File: config.mk
export PLATFORM = sky130hd
export DESIGN_NAME = mux_sel_arbiter_flat
export DESIGN_NICKNAME = d
export VERILOG_FILES = /design/src/rtl/mux_sel_arbiter_if.sv /design/src/rtl/mux_sel_arbiter.sv /design/src/flat_wrapper.sv
export SDC_FILE = /design/constraint.sdc
export NUM_CORES = 1
export LEC_CHECK = 0
export CORE_ASPECT_RATIO = 1.1
export CORE_UTILIZATION = 52
export DETAILED_ROUTE_END_ITERATION = 8
export PLACE_DENSITY = 0.76
export SLEW_MARGIN = 10
export SYNTH_ARGS = -nofsm -noshare
export SYNTH_HDL_FRONTEND = slang
export SYNTH_SLANG_ARGS = --single-unit
export TNS_END_PERCENT = 30
File: constraint.sdc
create_clock -name clk_i -period 4.38 [get_ports clk_i]
set_input_delay 1.314 -clock clk_i [delete_from_list [all_inputs] [get_ports clk_i]]
set_output_delay 1.314 -clock clk_i [all_outputs]
set_load 0.02 [all_outputs]
File: src/rtl/mux_sel_arbiter_if.sv
// Request/grant bundle between the contending sources and the shared-selector arbiter.
interface mux_sel_arbiter_if #(
  parameter int N_REQ = 16,
  parameter int SEL_W = 4
);
  logic [N_REQ-1:0] req_i;
  logic             done_i;
  logic [SEL_W-1:0] sel_o;
  logic [N_REQ-1:0] gnt_o;
  logic             valid_o;
  logic             timeout_o;

  // arbiter side
  modport slave (
    input  req_i, done_i,
    output sel_o, gnt_o, valid_o, timeout_o
  );

  // requester side
  modport master (
    output req_i, done_i,
    input  sel_o, gnt_o, valid_o, timeout_o
  );
endinterface

File: src/rtl/mux_sel_arbiter.sv
// Round-robin arbiter owning the select of a shared 16:1 read path.
// A tenure ends on done, on the holder dropping its request, or after
// MAX_HOLD cycles; a waiting requester is granted on the very next cycle.
module mux_sel_arbiter #(
  parameter int N_REQ    = 16,
  parameter int SEL_W    = 4,
  parameter int MAX_HOLD = 8
) (
  input  logic              clk_i,
  input  logic              rst_ni,
  mux_sel_arbiter_if.slave  bus
);

  typedef enum logic {IDLE, GRANT} state_t;

  localparam logic [7:0] LAST = 8'(MAX_HOLD - 1);

  state_t           state;
  logic [SEL_W-1:0] ptr;
  logic [7:0]       cnt;
  logic [SEL_W-1:0] sel_q;
  logic [N_REQ-1:0] gnt_q;
  logic             valid_q;
  logic             timeout_q;

  logic [SEL_W-1:0] win;
  logic             win_vld;
  logic [SEL_W-1:0] idx;
  logic             holder_req;
  logic             at_limit;
  logic             rel;
  logic             forced_only;

  // Rotating first-set scan starting at ptr; index arithmetic wraps in SEL_W bits.
  always_comb begin
    win     = '0;
    win_vld = 1'b0;
    idx     = '0;
    for (int i = 0; i < N_REQ; i++) begin
      idx = ptr + SEL_W'(i);
      if (!win_vld && bus.req_i[idx]) begin
        win_vld = 1'b1;
        win     = idx;
      end
    end
  end

  // Release causes; a timeout is reported only when the hold limit alone ends the tenure.
  always_comb begin
    holder_req  = bus.req_i[sel_q];
    at_limit    = (cnt == LAST);
    rel         = bus.done_i || !holder_req || at_limit;
    forced_only = at_limit && !bus.done_i && holder_req;
  end

  // Arbiter FSM with registered grant outputs.
  always_ff @(posedge clk_i or negedge rst_ni) begin
    if (!rst_ni) begin
      state     <= IDLE;
      ptr       <= '0;
      cnt       <= '0;
      sel_q     <= '0;
      gnt_q     <= '0;
      valid_q   <= 1'b0;
      timeout_q <= 1'b0;
    end else begin
      timeout_q <= 1'b0;
      case (state)
        IDLE: begin
          if (win_vld) begin
            state   <= GRANT;
            sel_q   <= win;
            gnt_q   <= {{(N_REQ-1){1'b0}}, 1'b1} << win;
            valid_q <= 1'b1;
            cnt     <= '0;
            ptr     <= win + 1'b1;
          end
        end
        GRANT: begin
          if (rel) begin
            timeout_q <= forced_only;
            // ptr already points past the holder, so it has lowest priority here
            if (win_vld) begin
              sel_q   <= win;
              gnt_q   <= {{(N_REQ-1){1'b0}}, 1'b1} << win;
              cnt     <= '0;
              ptr     <= win + 1'b1;
            end else begin
              state   <= IDLE;
              gnt_q   <= '0;
              valid_q <= 1'b0;
            end
          end else if (cnt != LAST) begin
            cnt <= cnt + 8'd1;
          end
        end
        default: state <= IDLE;
      endcase
    end
  end

  assign bus.sel_o     = sel_q;
  assign bus.gnt_o     = gnt_q;
  assign bus.valid_o   = valid_q;
  assign bus.timeout_o = timeout_q;

endmodule

File: src/flat_wrapper.sv
// flat-port wrapper written by rule: the top's interface ports become plain ports
module mux_sel_arbiter_flat 
#(
  parameter int N_REQ    = 16,
  parameter int SEL_W    = 4,
  parameter int MAX_HOLD = 8
)
  (clk_i, rst_ni, bus_req_i, bus_done_i, bus_sel_o, bus_gnt_o, bus_valid_o, bus_timeout_o);
  mux_sel_arbiter_if #(.N_REQ(N_REQ), .SEL_W(SEL_W)) bus_i ();
  input  logic clk_i;
  input  logic rst_ni;
  input wire logic [$bits(bus_i.req_i)-1:0] bus_req_i;
  input wire logic [$bits(bus_i.done_i)-1:0] bus_done_i;
  output wire logic [$bits(bus_i.sel_o)-1:0] bus_sel_o;
  output wire logic [$bits(bus_i.gnt_o)-1:0] bus_gnt_o;
  output wire logic [$bits(bus_i.valid_o)-1:0] bus_valid_o;
  output wire logic [$bits(bus_i.timeout_o)-1:0] bus_timeout_o;
  assign bus_i.req_i = bus_req_i;
  assign bus_i.done_i = bus_done_i;
  assign bus_sel_o = bus_i.sel_o;
  assign bus_gnt_o = bus_i.gnt_o;
  assign bus_valid_o = bus_i.valid_o;
  assign bus_timeout_o = bus_i.timeout_o;
  mux_sel_arbiter #(.N_REQ(N_REQ), .SEL_W(SEL_W), .MAX_HOLD(MAX_HOLD)) u_core (.clk_i(clk_i), .rst_ni(rst_ni), .bus(bus_i));
endmodule
==> flow_summary_export.csv, run 1 <==
group,metric,value,unit
sta,worst_slack,-0.0749,ns
global_route,gr-usage-met3,0.0448,
global_route,grt-busiest-layer,"met2",
floorplanning,die_x,89.6,um
cts,clockBufferDepth,2,
cells_and_area,drive_gt1_frac,0.377,
cells_and_area,final_common_cell,"buf_4",
worst_setup_path,cp.arrival,4.62,ns
global_route,grt_pass1_vias,4723,
sta,rsz0062_at_grt,"yes",
routing,postRouteAntennaNets,0,
routing,firstDrtPassIters,8,
placed_design,io_buffers,40,
cells_and_area,fin_nets,678,
cts,cts_root_buffer,"clkbuf_8",
routing,wire_per_inst,20.9,um
floorplanning,initial_core_util,0.546,
yosys,synth_enable_flop_cells,0,
worst_setup_path,end_kind,"flop",
run_status,violations,"negative setup slack",
sta,slew_violations,0,
yosys,syn-cell-area,4390,sq um
global_route,grt_max_degree,36,
cts,htree_num_levels,2,
global_route,antenna_found_initial,0,
worst_setup_path,crit_type,"in2reg",
sta,relSlewSlack,0.430,
run_status,status,"finished with violations",
worst_setup_path,cp-start-kind,"input port",
yosys,synth_cell_types,78,
sta,finalHoldViolations,0,
cts,clk_latency,0.29,ns
cts,cts.clk_slew.worst_paths,0.07,ns
yosys,syn_nets,517,
worst_setup_path,crit_fanout,9,
cells_and_area,antenna_cells,0,
yosys,synthFlopType,"dfrtp_1",
global_route,use_met2,0.559,
cts,cts_num_sinks,35,
cts,hold_buffers,0,
routing,finalWirelength,15800,um
global_route,use_met1,0.542,
routing,drc,0,
sta,worst_slew_pin_slew,0.844,ns
yosys,syn_avg_cell_area,9.06,sq um
yosys,synth_seq_area_share,0.199,
yosys,synth_cells,485,
floorplanning,rows,34,
floorplanning,dieHeight,98.4,um
placed_design,gp_congestion,0.958,
cts,cts_tree,"built",
cells_and_area,post-route-util,0.764,
cells_and_area,syn2layout_area_growth,39.8,%
floorplanning,die_area,8820,sq um
worst_setup_path,cp.required,4.54,ns
yosys,ys_ff_latch,35,
floorplanning,core-area,8040,sq um
global_route,gr-total-overflow,0,
flow_run,max_cap_violations,0,
worst_hold_path,hp-class,"reg2reg",
yosys,yosysWarnings,0,
routing,vias,4970,
sta,min_period_over_period,1.02,
sta,fmax,0.224,GHz
yosys,async_reset_ff_frac,1.00,
routing,via_per_inst,6.58,
sta,skew,0.00513,ns
sta,setup_viol,9,
routing,drt-initial-drc-count,396,
sta,min_period,4.45,ns
cells_and_area,final_cell_mix,"128 x buf_4, 63 x nand2_1, 38 x nor2_1",
placed_design,dp.final_hpwl,12200,um
cts,cts-buffers-inserted,5,
global_route,grt_pass1_wl,24800,um
global_route,grt_usage,0.371,
floorplanning,pin_count,41,
[worst max-delay path, stage by stage]
cell	delay, ns
buf_6	0.11
mux2_4	0.29
or3_1	0.31
nor4bb_1	0.21
a21o_1	0.21
or4_4	0.54
or2_4	0.25
or4_4	0.54
a221oi_4	0.35
nor2_4	0.09
and3_4	0.18
a22o_1	0.22
[Yosys cell counts, drive strengths merged (3+ instances only)]
cell type | count | share of area
nor2 | 40 | 0.035
mux2i | 31 | 0.077
a22o | 4 | 0.0080
nand4 | 3 | 0.0057
a21o | 3 | 0.0051
nand2b | 4 | 0.0057
a211oi | 5 | 0.0085
inv | 14 | 0.012
ha | 13 | 0.037
o21ai | 48 | 0.055
clkbuf | 7 | 0.0060
nand3 | 18 | 0.021
o211ai | 4 | 0.010
or3 | 3 | 0.0054
nor3 | 9 | 0.010
dfrtp | 35 | 0.20
a21oi | 24 | 0.027
o221ai | 5 | 0.010
xnor2 | 12 | 0.024
a22oi | 3 | 0.0051
nand2 | 67 | 0.057
and3 | 5 | 0.0071
xor2 | 3 | 0.012
buf | 14 | 0.022
nor4 | 5 | 0.0071
mux2 | 18 | 0.047
mux4 | 33 | 0.18
a31oi | 4 | 0.0057
o22ai | 5 | 0.0071
o21a | 3 | 0.0051
nor2b | 4 | 0.0057
[state kept, by name (all words and copies together), names as in the netlist]
| name | flops |
|---|---|
| u_core.ptr | 4 |
| u_core.state | 1 |
| u_core.bus.gnt_o | 16 |
| u_core.bus.timeout_o | 1 |
| u_core.bus.valid_o | 1 |
| u_core.bus.sel_o | 4 |
| u_core.cnt | 8 |
[area by class of cell]
| type | instances | area (sq um) |
|---|---|---|
| Tap cell | 108 | 135 |
| Timing Repair Buffer | 175 | 1510 |
| Inverter | 15 | 56.3 |
| Clock buffer | 8 | 100 |
| Sequential cell | 35 | 876 |
| Multi-Input combinational cell | 414 | 3460 |
| Fill cell | 513 | 1900 |
[metal layers]
| metal | wire length [um] | vias up | share of wire |
|---|---|---|---|
| met5 | 0 | - | 0 |
| met3 | 1160 | 64 | 0.073 |
| met1 | 6740 | 2428 | 0.43 |
| li1 | - | 2192 | - |
| met2 | 7240 | 286 | 0.46 |
| met4 | 623 | 0 | 0.040 |
[per-stage QoR]
step	instance area (sq um)	TNS [ns]	worst slack [ns]	hold slack (ns)	cells
CTS	6020	-2.19	-0.196	0.489	752
floorplan	4400	-1.32	-0.170	0.453	485
global placement	5800	-18.76	-0.771	0.466	739
global route	6140	-1.47	-0.147	0.521	755
detailed placement	5800	-20.59	-0.828	0.475	739
finish	6140	-0.341	-0.0749	0.487	755
[cells by family after synthesis]
| family | Yosys count | synth area share |
|---|---|---|
| AND/OR/NAND/NOR | 171 | 0.184 |
| AO/OA/AOI/OAI | 132 | 0.199 |
| multiplexers | 82 | 0.301 |
| buffers and inverters | 36 | 0.0407 |
| flip-flops | 35 | 0.199 |
| XOR/XNOR | 15 | 0.0359 |
| adder cells (fa/ha/maj) | 14 | 0.0393 |
[repair_timing]
| item | in CTS | in global routing |
|---|---|---|
| buffers inserted | 5 | 4 |
| endpoints found under the setup margin | 29 | 28 |
| gates resized for setup | 118 | 29 |
| pin swaps | 14 | 12 |
[worst paths after layout]
path | from | slack (ns) | end | cells after the start
setup reg to reg | u_core.ptr[1] | 0.05 | u_core.bus.gnt_o[5] | 13
max in group asynchronous | rst_ni | 2.63 | u_core.bus.sel_o[0] | 2
hold reg to reg | u_core.cnt[7] | 0.49 | u_core.cnt[7] | 1
hold / removal | u_core.cnt[7] | 0.49 | u_core.cnt[7] | 1
setup / recovery | bus_req_i[15] | -0.07 | u_core.bus.gnt_o[5] | 12
min in group asynchronous | rst_ni | 1.44 | u_core.bus.gnt_o[11] | 2
Power of run 1 is left out: the tool's default activity adds up to more than one toggle a clock period on the data nets, which glitch-free logic cannot reach.
==> run 2, diff against run 1 <==
--- a/config.mk
+++ b/config.mk
@@ -6,6 +6,7 @@
 export NUM_CORES = 1
 export LEC_CHECK = 0
 export CORE_ASPECT_RATIO = 1.1
+export CORE_MARGIN = 2
 export CORE_UTILIZATION = 52
 export DETAILED_ROUTE_END_ITERATION = 8
 export PLACE_DENSITY = 0.76
==> run 2 against run 1 <==
Net effect: the flow now finishes without violations; worst setup slack gained 0.078 ns; global-route usage shrank 2.6 points; die area grew 4.3%; hold slack lost 0.0012 ns; register-to-register slack gained 0.05 ns; sequential cell count is the same; cell count shrank 0.79%; count of clock-buffer cells in the layout shrank 2; non-clock buffer count shrank 8.
==> flow_summary_export.csv, run 2 (same netlist as run 1, synthesis figures left out) <==
group,metric,value,unit
worst_setup_path,cp.arrival,4.59,ns
floorplanning,core-area,8280,sq um
cells_and_area,seqCellArea,876,sq um
cts,cts_num_sinks,35,
placed_design,dp.final_hpwl,11600,um
global_route,grt_usage,0.346,
floorplanning,die_x,91.6,um
routing,via_per_inst,6.43,
cts,htree_num_levels,2,
worst_setup_path,crit_fanout,9,
cells_and_area,fin_cells,749,
routing,drt-initial-drc-count,376,
global_route,grt_max_degree,39,
sta,slew_violations,0,
cells_and_area,fillerInstances,612,
floorplanning,dieHeight,100,um
floorplanning,die_area,9200,sq um
sta,rsz0062_at_grt,"yes",
floorplanning,rows,35,
cells_and_area,antenna_cells,0,
routing,wire_per_inst,20.6,um
cells_and_area,final_cell_mix,"124 x buf_4, 63 x nand2_1, 38 x nor2_1",
worst_setup_path,timing.rr.start,"u_core.ptr[1]",
sta,min_period_over_period,0.999,
flow_run,max_cap_violations,0,
sta,relSlewSlack,0.480,
sta,fmax,0.228,GHz
cts,clockBufferDepth,2,
worst_setup_path,end_kind,"flop",
global_route,gr-total-overflow,0,
cts,cts-buffers-inserted,5,
worst_hold_path,hp-class,"reg2reg",
routing,firstDrtPassIters,5,
cells_and_area,multi_input_area,3500,sq um
sta,worst_slack,0.00327,ns
sta,setup_viol,0,
cells_and_area,fin_nets,670,
global_route,use_met1,0.455,
sta,finalHoldViolations,0,
worst_setup_path,cp-start-kind,"input port",
cts,cts.clk_slew.worst_paths,0.07,ns
cells_and_area,final_common_cell,"buf_4",
routing,finalWirelength,15500,um
global_route,grt_pass1_vias,4855,
routing,drc,0,
placed_design,dpl.cell_count,734,
global_route,grt_pass1_wl,25200,um
placed_design,dpl_worst_slack,-0.868,ns
routing,vias,4819,
cells_and_area,syn2layout_area_growth,38.7,%
sta,min_period,4.38,ns
sta,worst_slew_pin_slew,0.778,ns
cts,clk_latency,0.29,ns
cts,cts_tree,"built",
sta,finalSetupTns,0,ns
global_route,grt-busiest-layer,"met2",
cts,cts_root_buffer,"clkbuf_8",
worst_setup_path,crit_type,"in2reg",
placed_design,io_buffers,40,
worst_setup_path,crit_start,"bus_req_i[15]",
worst_hold_path,holdCritStartpoint,"u_core.cnt[7]",
global_route,antenna_found_initial,0,
global_route,use_met2,0.571,
floorplanning,initial_core_util,0.531,
floorplanning,pin_count,41,
sta,whs,0.486,ns
routing,postRouteAntennaNets,0,
placed_design,gp_congestion,0.996,
sta,skew,0.0122,ns
run_status,status,"finished clean",
cells_and_area,largest_reg_flops,16,
cells_and_area,drive_gt1_frac,0.371,
global_route,gr-usage-met3,0.0593,
worst_setup_path,cp.required,4.60,ns
[run 2: cell types whose count changed in the layout (fill, tap and decap cells not counted), sizes merged]
cell / delta
clkbuf: -2
buf: -8
bufinv: +1
[run 2: what timing repair did]
| item | in CTS | in global routing |
|---|---|---|
| endpoints found under the setup margin | 34 | 21 |
| gates resized for setup | 127 | 21 |
| pin swaps | 11 | 8 |
| hold buffers | 0 | 0 |
| buffers inserted | 5 | 3 |
[run 2: worst max-delay path, stage by stage]
cell	delay, ns
buf_8	0.11
mux2_4	0.29
or3_4	0.33
nor4bb_4	0.19
a21o_1	0.19
or4_4	0.53
or2_4	0.25
or4_4	0.49
a221oi_4	0.36
nor2_4	0.11
or2_4	0.30
o21ai_2	0.12
[run 2: path summary, 6_finish.rpt]
check,slack (ns),to,cells past startpoint
worst max-delay path,0.003,u_core.bus.gnt_o[11],12
worst min-delay path,0.49,u_core.cnt[7],1
worst max register to register,0.10,u_core.bus.gnt_o[11],14
worst min register to register,0.49,u_core.cnt[7],1
max in group asynchronous,2.63,u_core.cnt[4],2
min in group asynchronous,1.43,u_core.bus.gnt_o[0],2
[run 2: per-layer routing]
| layer | up-vias | share of wire |
|---|---|---|
| li1 | 2163 | - |
| met1 | 2356 | 0.40 |
| met2 | 244 | 0.48 |
| met3 | 56 | 0.074 |
| met4 | 0 | 0.042 |
| met5 | - | 0 |
[run 2: cell type report]
cell class | instances | share of cell area
clock buffers | 6 | 0.0119
clock inverters | 1 | 0.00493
inverters | 15 | 0.00924
multi-input cells | 414 | 0.574
flip-flops and latches | 35 | 0.144
well taps | 111 | 0.0228
repair buffers | 167 | 0.234
[run 2: metrics by stage]
stage	utilization	area [sq um]
after floorplan	-	4400
after global placement	0.692	5730
after detailed placement	0.692	5730
after CTS	0.723	5980
after global routing	0.736	6090
final	0.736	6090
Power of run 2 is left out for the same reason.
